$ cat config.mk
export PLATFORM = sky130hd
export DESIGN_NAME = alu_rr_arbiter
export DESIGN_NICKNAME = d
export VERILOG_FILES = /design/src/rtl/alu_rr_arbiter.sv
export SDC_FILE = /design/constraint.sdc
export NUM_CORES = 1
export LEC_CHECK = 0
export ABC_AREA = 1
export BUFFER_PORTS_ARGS = -buffer_cell sky130_fd_sc_hd__buf_2
export CAP_MARGIN = 15
export CORE_AREA = 2 2 107 83
export CTS_CLUSTER_DIAMETER = 30
export DETAILED_ROUTE_END_ITERATION = 10
export DIE_AREA = 0 0 109 85
export MAX_ROUTING_LAYER = met4
export PLACE_DENSITY_LB_ADDON = 0.3
export REMOVE_ABC_BUFFERS = 1
export SYNTH_ARGS = -nofsm -noshare
export SYNTH_HDL_FRONTEND = slang
export SYNTH_SLANG_ARGS = --single-unit
$ cat constraint.sdc
create_clock -name clk -period 3 [get_ports clk]
set_input_delay 0 -clock clk [delete_from_list [all_inputs] [get_ports clk]]
set_output_delay 0 -clock clk [all_outputs]
set_load 0.03 [all_outputs]
$ cat src/rtl/alu_rr_arbiter.sv
// Two-requester round-robin front end sharing one 8-bit ALU.
// Each operation runs accept -> execute -> respond, with one operation in flight at a time.

module alu8 (
    input  logic [7:0] a_i,
    input  logic [7:0] b_i,
    input  logic [2:0] sel_i,
    output logic [7:0] out_o,
    output logic       carry_o
);
    always_comb begin
        out_o   = 8'h00;
        carry_o = 1'b0;
        case (sel_i)
            3'b000:  {carry_o, out_o} = {1'b0, a_i} + {1'b0, b_i};
            3'b001:  out_o = a_i - b_i;
            3'b010:  out_o = a_i & b_i;
            3'b011:  out_o = a_i | b_i;
            3'b100:  out_o = a_i ^ b_i;
            3'b101:  out_o = ~a_i;
            3'b110:  out_o = {a_i[6:0], 1'b0};
            3'b111:  out_o = {1'b0, a_i[7:1]};
            default: out_o = 8'h00;
        endcase
    end
endmodule

module alu_rr_arbiter #(
    parameter logic PRIO_INIT = 1'b0
) (
    input  logic       clk,
    input  logic       rst_n,
    input  logic       Req0_Valid,
    output logic       Req0_Ready,
    input  logic [7:0] Req0_A,
    input  logic [7:0] Req0_B,
    input  logic [2:0] Req0_Sel,
    input  logic       Req1_Valid,
    output logic       Req1_Ready,
    input  logic [7:0] Req1_A,
    input  logic [7:0] Req1_B,
    input  logic [2:0] Req1_Sel,
    output logic       Rsp_Valid,
    input  logic       Rsp_Ready,
    output logic [7:0] Rsp_Out,
    output logic       Rsp_Carry,
    output logic       Rsp_Zero,
    output logic       Rsp_Id,
    output logic       Busy
);
    typedef enum logic [1:0] {IDLE, EXEC, RESP} state_e;

    state_e      state_q, state_d;
    logic        ptr_q, ptr_d;
    logic        grant_id;
    logic        accept;
    logic        rsp_load;

    logic [7:0]  a_q, b_q;
    logic [2:0]  sel_q;
    logic        id_q;

    logic [7:0]  alu_out;
    logic        alu_carry;

    logic [7:0]  rsp_out_q;
    logic        rsp_carry_q, rsp_zero_q, rsp_id_q;

    // The pointer only breaks ties; a lone valid requester always wins.
    always_comb begin
        grant_id   = (Req0_Valid && Req1_Valid) ? ptr_q : Req1_Valid;
        Req0_Ready = (state_q == IDLE) && Req0_Valid && !grant_id;
        Req1_Ready = (state_q == IDLE) && Req1_Valid &&  grant_id;
        accept     = Req0_Ready || Req1_Ready;
    end

    always_comb begin
        state_d  = state_q;
        ptr_d    = ptr_q;
        rsp_load = 1'b0;
        case (state_q)
            IDLE: if (accept) state_d = EXEC;
            EXEC: begin
                rsp_load = 1'b1;
                state_d  = RESP;
            end
            RESP: if (Rsp_Ready) begin
                ptr_d   = ~rsp_id_q;
                state_d = IDLE;
            end
            default: state_d = IDLE;
        endcase
    end

    always_ff @(posedge clk or negedge rst_n) begin
        if (!rst_n) begin
            state_q <= IDLE;
            ptr_q   <= PRIO_INIT;
        end else begin
            state_q <= state_d;
            ptr_q   <= ptr_d;
        end
    end

    // Operand capture happens only on the request handshake edge.
    always_ff @(posedge clk) begin
        if (accept) begin
            a_q   <= grant_id ? Req1_A   : Req0_A;
            b_q   <= grant_id ? Req1_B   : Req0_B;
            sel_q <= grant_id ? Req1_Sel : Req0_Sel;
            id_q  <= grant_id;
        end
    end

    alu8 u_alu (
        .a_i     (a_q),
        .b_i     (b_q),
        .sel_i   (sel_q),
        .out_o   (alu_out),
        .carry_o (alu_carry)
    );

    always_ff @(posedge clk or negedge rst_n) begin
        if (!rst_n) begin
            rsp_out_q   <= 8'h00;
            rsp_carry_q <= 1'b0;
            rsp_zero_q  <= 1'b0;
            rsp_id_q    <= 1'b0;
        end else if (rsp_load) begin
            rsp_out_q   <= alu_out;
            rsp_carry_q <= alu_carry;
            rsp_zero_q  <= (alu_out == 8'h00);
            rsp_id_q    <= id_q;
        end
    end

    assign Rsp_Valid = (state_q == RESP);
    assign Rsp_Out   = rsp_out_q;
    assign Rsp_Carry = rsp_carry_q;
    assign Rsp_Zero  = rsp_zero_q;
    assign Rsp_Id    = rsp_id_q;
    assign Busy      = (state_q != IDLE);
endmodule

Word level (Yosys, flattened, before mapping)
Cells that the tools add are included.

storage, ports and cells
  flip-flop bits (word level) = 34
  input port bits = 43
  output and inout port bits = 15
  word-level logic and storage cells = 51

operators by class
  $add $sub $neg = 2
  equality and inequality tests = 11
  mux-type cells = 10
  bitwise gates (word level) = 5
  reductions and logical operators = 13

operators by type and width
  kind                                                    number
  one-hot mux 8 bit (8 select lines)                      1
  two-way mux 8 bit                                       2
  == test 3 bit (second input constant)                   4
  adder 8 x 8 -> 9 bit                                    1
  bitwise AND 8 bit                                       1
  zero test 8 bit                                         1
  inverter 8 bit                                          1
  bitwise OR 8 bit                                        1
  subtractor 8 bit                                        1
  bitwise XOR 8 bit                                       1
  == test 3 x 2 -> 1 bit (second input constant)          2
  one-hot mux 2 bit (3 select lines)                      1
  logical AND 1 bit                                       5
  two-way mux 2 bit                                       2
  AND reduction 2 bit                                     2
  == test 3 x 1 -> 1 bit (second input constant)          1
  zero test 3 bit                                         1
  two-way mux 1 bit                                       3
  two-way mux 3 bit                                       1
  == test 2 x 1 -> 1 bit (second input constant)          1
  == test 2 bit (second input constant)                   1
  zero test 2 bit                                         1
  inequality test 2 x 1 -> 1 bit (second input constant)  1
  inequality test 2 bit (second input constant)           1
  other kinds (4)                                         4

Depth between registers and ports, before layout
Gate-level depths: netlist (run 1).

  word-level depth = 7
  depth in mapped cells = 15
  depth with buffers taken out = 15

Cells and area by module
From an unflattened synthesis (run 1), not the netlist that was laid out.

unflattened totals
  cell total of the unflattened synthesis = 380
  area total of the unflattened synthesis = 2741.4 um2

modules (own cells, without submodules)
  module          times used  cells each  area each (um2)  sequential area each (um2)
  alu_rr_arbiter  1           154         1472.7           950.9
  alu8            1           226         1268.7           0.0

Worst setup path after synthesis (run 1)
OpenSTA, ideal clock, no wires.

  path kind = register to register
  start point = register state_q[0]
  end point = register a_q[0], enable pin
  setup time = 0.404 ns
  arrival time = 1.780 ns
  required time = 2.596 ns
  setup slack = 0.817 ns
  stages on the path, launching flop included = 4
  clock period less this slack = 2.183 ns
  cells stage by stage = dfrtp_1 inv_1 nand2_1 a21oi_1

on the way
  longest elaborated chain between the ends = 4

RTL lines
  item                                                      RTL line  source
  start, declared                                           53        state_e state_q, state_d;
  start signal, assigned                                    100       state_q <= state_d;
  zero test 2 bit *                                         72, 73
  logical AND 1 bit, on equally long branches (2 in a row)  72, 73
  logical OR 1 bit *                                        74        accept = Req0_Ready || Req1_Ready;
  net accept                                                56        logic accept;
  end signal, assigned                                      108       a_q <= grant_id ? Req1_A : Req0_A;
  end, declared                                             59        logic [7:0] a_q, b_q;

The timed path passes the listed nets; every way through them passes the cells marked *.
A chain may end at the register's enable or synchronous reset.

Final worst setup path (run 1)
  start point = register ptr_q
  end point = register a_q[0] (data pin)

on the way
  longest elaborated chain between the ends = 2

RTL lines
  item                    RTL line  source
  start, declared         54        logic ptr_q, ptr_d;
  start signal, assigned  101       ptr_q <= ptr_d;
  two-way mux 1 bit       71        grant_id = (Req0_Valid && Req1_Valid) ? ptr_q : Req1_Valid;
  two-way mux 8 bit       108

No other way between the ends.

==> results.cfg, run 1 <==
[logic_synthesis]
syn_inst = 423
synth_seq_area_share_pct = 33.9
ys_ff_latch = 34
yosysUniqueCellTypes = 26
yosys.area_share.simple_pct = 37.4
muxShareOfSynthArea_pct = 0
synth_top_family_by_area = simple AND/OR/NAND/NOR gates
synthAdderAreaFrac_pct = 11.7
synth_top_area_cell = nand2_1
netlist_area_um2 = 2810
yosysWarningCount = 0
yosysTopAreaCellShare_pct = 23.3
synth-compound-area-share_pct = 6.07
synth_xor_area_share_pct = 0.312
synth.area.top_cells = nand2_1, edfxtp_1, dfrtp_1
syn_area_per_cell_um2 = 6.63

[final_layout]
syn2layout_area_growth_pct = 30.6
layout_commonest_cell = nand2_1
final_net_count = 586
n_fill_cell = 864
fin_cells = 627
drive_gt1_share_pct = 13.7
final_util_pct = 44.5
insertedDiodeCount = 0
most-common-layout-cells = nand2_1, inv_1, buf_2, dlygate4sd3_1, nor2_1

[global_routing]
gr-usage-met2_pct = 26.5
grt_pass1_vias = 2681
antenna_found_initial = 0
grt-busiest-layer = met2
gr-total-overflow = 0
grtUsageMet3_pct = 3.00
grt_max_degree = 24
grt_util_all_layers_pct = 17.7
grt_pass1_wl_um = 12500
use_met1_pct = 24.6

[setup_path]
crit_slowest_cell = dlygate4sd3_1
crit_type = reg2reg
cp.required_ns = 3.03
crit_end = a_q[0]$_DFFE_PP_
endpoint_kind = flop
r2r_slack_ns = 0.78
path_cells = o21ai_2 -> buf_4 -> inv_1 -> nand2_1 -> nand2_1 -> dlygate4sd3_1
startpoint = ptr_q$_DFFE_PN0P_
critPathMaxStageDelay_ns = 0.56
rr_worst_depth = 6
cp-start-kind = flop
critPathMaxFanout = 23
r2r_start = ptr_q$_DFFE_PN0P_
cp_common_cell = nand2_1
arrival_ns = 2.25
timing.rr.end = a_q[0]$_DFFE_PP_

[drt]
wl_per_cell_um = 12.0
vias = 2905
wirelength_um = 7550
drt_iter0_drc = 159
viasPerCell = 4.63
final_antenna_net_count = 0
drc = 0
drt_pass1_iterations = 4

[sta]
period_share_pct = 74.0
fin_crit_ns = 2.22
slew_headroom_pct = 57.8
rsz0062_at_grt = false
maxSlewViolCount = 0
worstMarginPinSlew_ns = 0.631
setup_ws_ns = 0.780
timing.setup.tns_ns = 0
finalHoldViolCount = 0
clock_skew_ns = 0.00760
max_freq_mhz = 450
setup_viol = 0

[clocking]
cts_tree = done
post_cts_buffers = 0
clk_pin_slew_ns = 0.07
cts_htree_levels = 2
numCtsBuffers = 5
clk_latency_ns = 0.29
clock_path_buffers = 2
root_buffer = clkbuf_8
cts_sinks = 34

[hold_path]
hp-class = in2reg
worstHoldStart = Req0_Valid

[power]
powerDensity_nw_per_um2 = 866
vdd_ir_drop_max_mv = 0.382
leakage_uw = 0.00200

[floorplan]
initial_core_util_pct = 34.1
ioPinCount = 58
std_cell_rows = 29
die_x_um = 109
chipHeight_um = 85
core_area_um2 = 8240
dieArea_um2 = 9270

[placement]
dp_hpwl_um = 5730
gp_congestion = 0.927
place_inst = 579
dp_slack_ns = 0.896
portBuffers = 57

[run]
maxCapViolCount = 0

[status]
status = completed
[worst max-delay path: cells and delay by family, from the launching register on]
| kind | cells | cell delay, ns |
|---|---|---|
| buffers and inverters | 3 | 1.19 |
| flip-flops | 1 | 0.41 |
| AND/OR/NAND/NOR | 2 | 0.23 |
| AO/OA/AOI/OAI | 1 | 0.14 |
[how the worst min path moves through the flow]
stage,end,depth (start not counted),slack [ns]
global placement,Rsp_Out[1]$_DFFE_PN0N_,1,-0.09
CTS,state_q[0]$_DFFE_PN0P_,3,0.04
finish,state_q[0]$_DFFE_PN0P_,3,0.05
floorplan,Rsp_Carry$_DFFE_PN0N_,0,-0.30
detailed placement,Rsp_Out[1]$_DFFE_PN0N_,1,-0.09
global route,state_q[0]$_DFFE_PN0P_,3,0.06
[cell usage after synthesis]
| master | n |
|---|---|
| inv_1 | 61 |
| nor3_1 | 4 |
| or2_2 | 1 |
| o21ai_1 | 1 |
| nand2_2 | 1 |
| buf_4 | 2 |
| dfrtp_1 | 14 |
| inv_2 | 1 |
| nand4_1 | 11 |
| a21oi_1 | 12 |
| nor2_2 | 1 |
| o21bai_1 | 1 |
| a31oi_1 | 1 |
| nand2_1 | 174 |
| buf_2 | 2 |
| buf_6 | 2 |
| ha_1 | 23 |
| o22ai_1 | 3 |
| fa_1 | 2 |
| nand3_1 | 32 |
| xor2_1 | 1 |
| edfxtp_1 | 20 |
| o21ai_0 | 13 |
| clkbuf_1 | 5 |
| nor2_1 | 34 |
| o31ai_1 | 1 |
[cells by family (layout without fill, tap and decap cells)]
| group | after synthesis | count (layout) |
|---|---|---|
| XOR/XNOR | 1 | 1 |
| buffers and inverters | 73 | 169 |
| flip-flops | 34 | 34 |
| AO/OA/AOI/OAI | 32 | 32 |
| AND/OR/NAND/NOR | 258 | 258 |
| adder cells (fa/ha/maj) | 25 | 25 |
[routing by layer]
layer | wire, µm | part of all wire [%]
met1 | 3830 | 51
met2 | 3220 | 43
met3 | 378 | 5.0
met4 | 111 | 1.5
met5 | 0 | 0
[cell type report]
| type | instances | area [µm²] | share of cell area [%] |
|---|---|---|---|
| Tap cell | 108 | 135 | 3.69 |
| Timing Repair Buffer | 99 | 701 | 19.1 |
| Inverter | 62 | 233 | 6.35 |
| Sequential cell | 34 | 951 | 26.0 |
| Multi-Input combinational cell | 316 | 1560 | 42.7 |
| Clock buffer | 6 | 72.6 | 1.98 |
| Clock inverter | 2 | 8.76 | 0.239 |
[power by group]
| part | internal [µW] | switching [µW] | leakage [µW] |
|---|---|---|---|
| clock network | 160 | 176 | 0.0000426 |
| registers | 713 | 141 | 0.000369 |
| logic | 654 | 1330 | 0.00159 |
[repair_timing]
item | 4_1_cts | 5_1_grt
resized for setup | 0 | 0
endpoints found under the hold margin | 35 | 0
hold buffers | 40 | 0
[flip-flops by register name (all words and copies together) (netlist names), 2 cells and up]
register,cells
Rsp_Out,8
a_q,8
b_q,8
sel_q,3
state_q,2
[metrics by stage]
stage	power, µW	hold slack, ns	area [µm²]
after CTS	3160	0.0436	3660
after detailed placement	2740	-0.0907	3180
after global placement	2730	-0.0933	3180
final	3170	0.0519	3660
after global routing	3490	0.0570	3660
after floorplan	2200	-0.296	2740
(Power assumes the default switching activity.)
==> run 2, diff against run 1 <==
clock period = 1.85 ns   (was 3 ns; I/O delays follow)
==> results.cfg, run 2 (same netlist as run 1, synthesis figures left out) <==
[floorplan]
ioPinCount = 58
dieArea_um2 = 9270
die_x_um = 109
std_cell_rows = 29
chipHeight_um = 85
initial_core_util_pct = 34.1
core_area_um2 = 8240

[run]
maxCapViolCount = 0

[placement]
gp_congestion = 0.985
portBuffers = 57
dp_hpwl_um = 6320
placed_area_um2 = 3580

[setup_path]
critPathMaxFanout = 3
crit_type = reg2reg
cp.required_ns = 2.03
arrival_ns = 2.12
path_cells = ha_2 -> inv_2 -> fa_2 -> inv_2 -> nand3_1 -> nand2_1 -> xor2_1 -> nand2_1 -> nand3_2 -> nor2_1 -> nand4_1 -> nand2_1
cp_common_cell = nand2_1
critPathMaxStageDelay_ns = 0.44
endpoint_kind = flop
rr_worst_depth = 12
cp-start-kind = flop
crit_slowest_cell = edfxtp_1

[clocking]
cts_sinks = 34
root_buffer = clkbuf_8
numCtsBuffers = 5
clk_latency_ns = 0.29
clk_pin_slew_ns = 0.07
cts_tree = done
cts_htree_levels = 2
clock_path_buffers = 2

[global_routing]
gr-total-overflow = 0
grt_pass1_vias = 3022
grt_pass1_wl_um = 14300
antenna_found_initial = 0
grt_max_degree = 22
grt_util_all_layers_pct = 20.2

[sta]
max_freq_mhz = 517
worstMarginPinSlew_ns = 0.447
finalHoldViolCount = 0
maxSlewViolCount = 0
timing.setup.tns_ns = -0.0836
clock_skew_ns = 0.00751
setup_viol = 1
fin_crit_ns = 1.93
setup_ws_ns = -0.0836
slew_headroom_pct = 70.2
rsz0062_at_grt = true
period_share_pct = 105

[power]
vdd_ir_drop_max_mv = 0.661
leakage_uw = 0.00229
p_total_uw = 6380
powerDensity_nw_per_um2 = 1480

[drt]
wl_per_cell_um = 13.1
viasPerCell = 4.65
final_antenna_net_count = 0
vias = 3175
drt_iter0_drc = 157
drt_pass1_iterations = 5
wirelength_um = 8920
drc = 0

[final_layout]
final_util_pct = 52.3
layout_commonest_cell = nand2_1
design_area_um2 = 4310
register_area_um2 = 951
n_fill_cell = 785
insertedDiodeCount = 0
final_net_count = 642
drive_gt1_share_pct = 30.6
syn2layout_area_growth_pct = 53.6
most-common-layout-cells = nand2_1, buf_2, buf_4, inv_1, dlygate4sd3_1
multi_input_area_um2 = 1740

[hold_path]
hp-class = in2reg
whs_path_depth = 3

[status]
failed_checks = setup timing
status = finished with violations
## run 2: worst paths after layout
path | start | endpoint | slack (ns)
setup / recovery | b_q[0]$_DFFE_PP_ | Rsp_Zero$_DFFE_PN0N_ | -0.08
hold / removal | Req0_Valid | state_q[0]$_DFFE_PN0P_ | 0.05
setup reg to reg | b_q[0]$_DFFE_PP_ | Rsp_Zero$_DFFE_PN0N_ | -0.08
hold reg to reg | id_q$_DFFE_PP_ | Rsp_Id$_DFFE_PN0N_ | 0.45
max in group asynchronous | rst_n | state_q[0]$_DFFE_PN0P_ | 1.48
min in group asynchronous | rst_n | Rsp_Out[3]$_DFFE_PN0N_ | 0.12
## run 2: stage by stage
step | setup WS (ns) | cells | hold WS (ns)
floorplan | -0.542 | 412 | -0.296
global placement | -0.131 | 631 | -0.0982
detailed placement | -0.128 | 631 | -0.0842
CTS | -0.0948 | 679 | 0.00413
global route | -0.249 | 683 | 0.0404
finish | -0.0836 | 683 | 0.0461
## run 2: cell type report
type                       count  share of cell area [%]
inverter                      62                    5.49
timing repair inverter         1                   0.174
timing repair buffer         154                    26.1
clock buffer                   8                    2.56
sequential                    34                    22.1
multi-input combinational    316                    40.5
tap                          108                    3.14
## run 2: where the power goes
group          internal (µW)  total [µW]  switching [µW]
sequential              1160        1340             190
combinational           1790        4360            2570
clock                    377         672             296
## run 2: layer usage
layer	share of wire (%)	routed length (µm)	track usage, %
met1	49	4380	28.8
met2	45	3970	31.2
met3	4.5	399	2.30
met4	1.8	163	3.38
met5	0	0	-
## run 2: repair_timing
action,in CTS,in global routing
pin swaps,3,9
setup buffers,2,3
gates resized for setup,11,42
setup endpoints to repair,6,10
endpoints found under the hold margin,33,0
hold buffers,38,0
gates cloned,0,1
## run 2: critical path, delay by kind of cell (launching register included)
family                     cells  cell delay (ns)
buffers and inverters          2             0.15
and+or+nand+nor                7             0.51
adders and majority gates      2             0.58
xor gates and xnor gates       1             0.15
DFF                            1             0.44
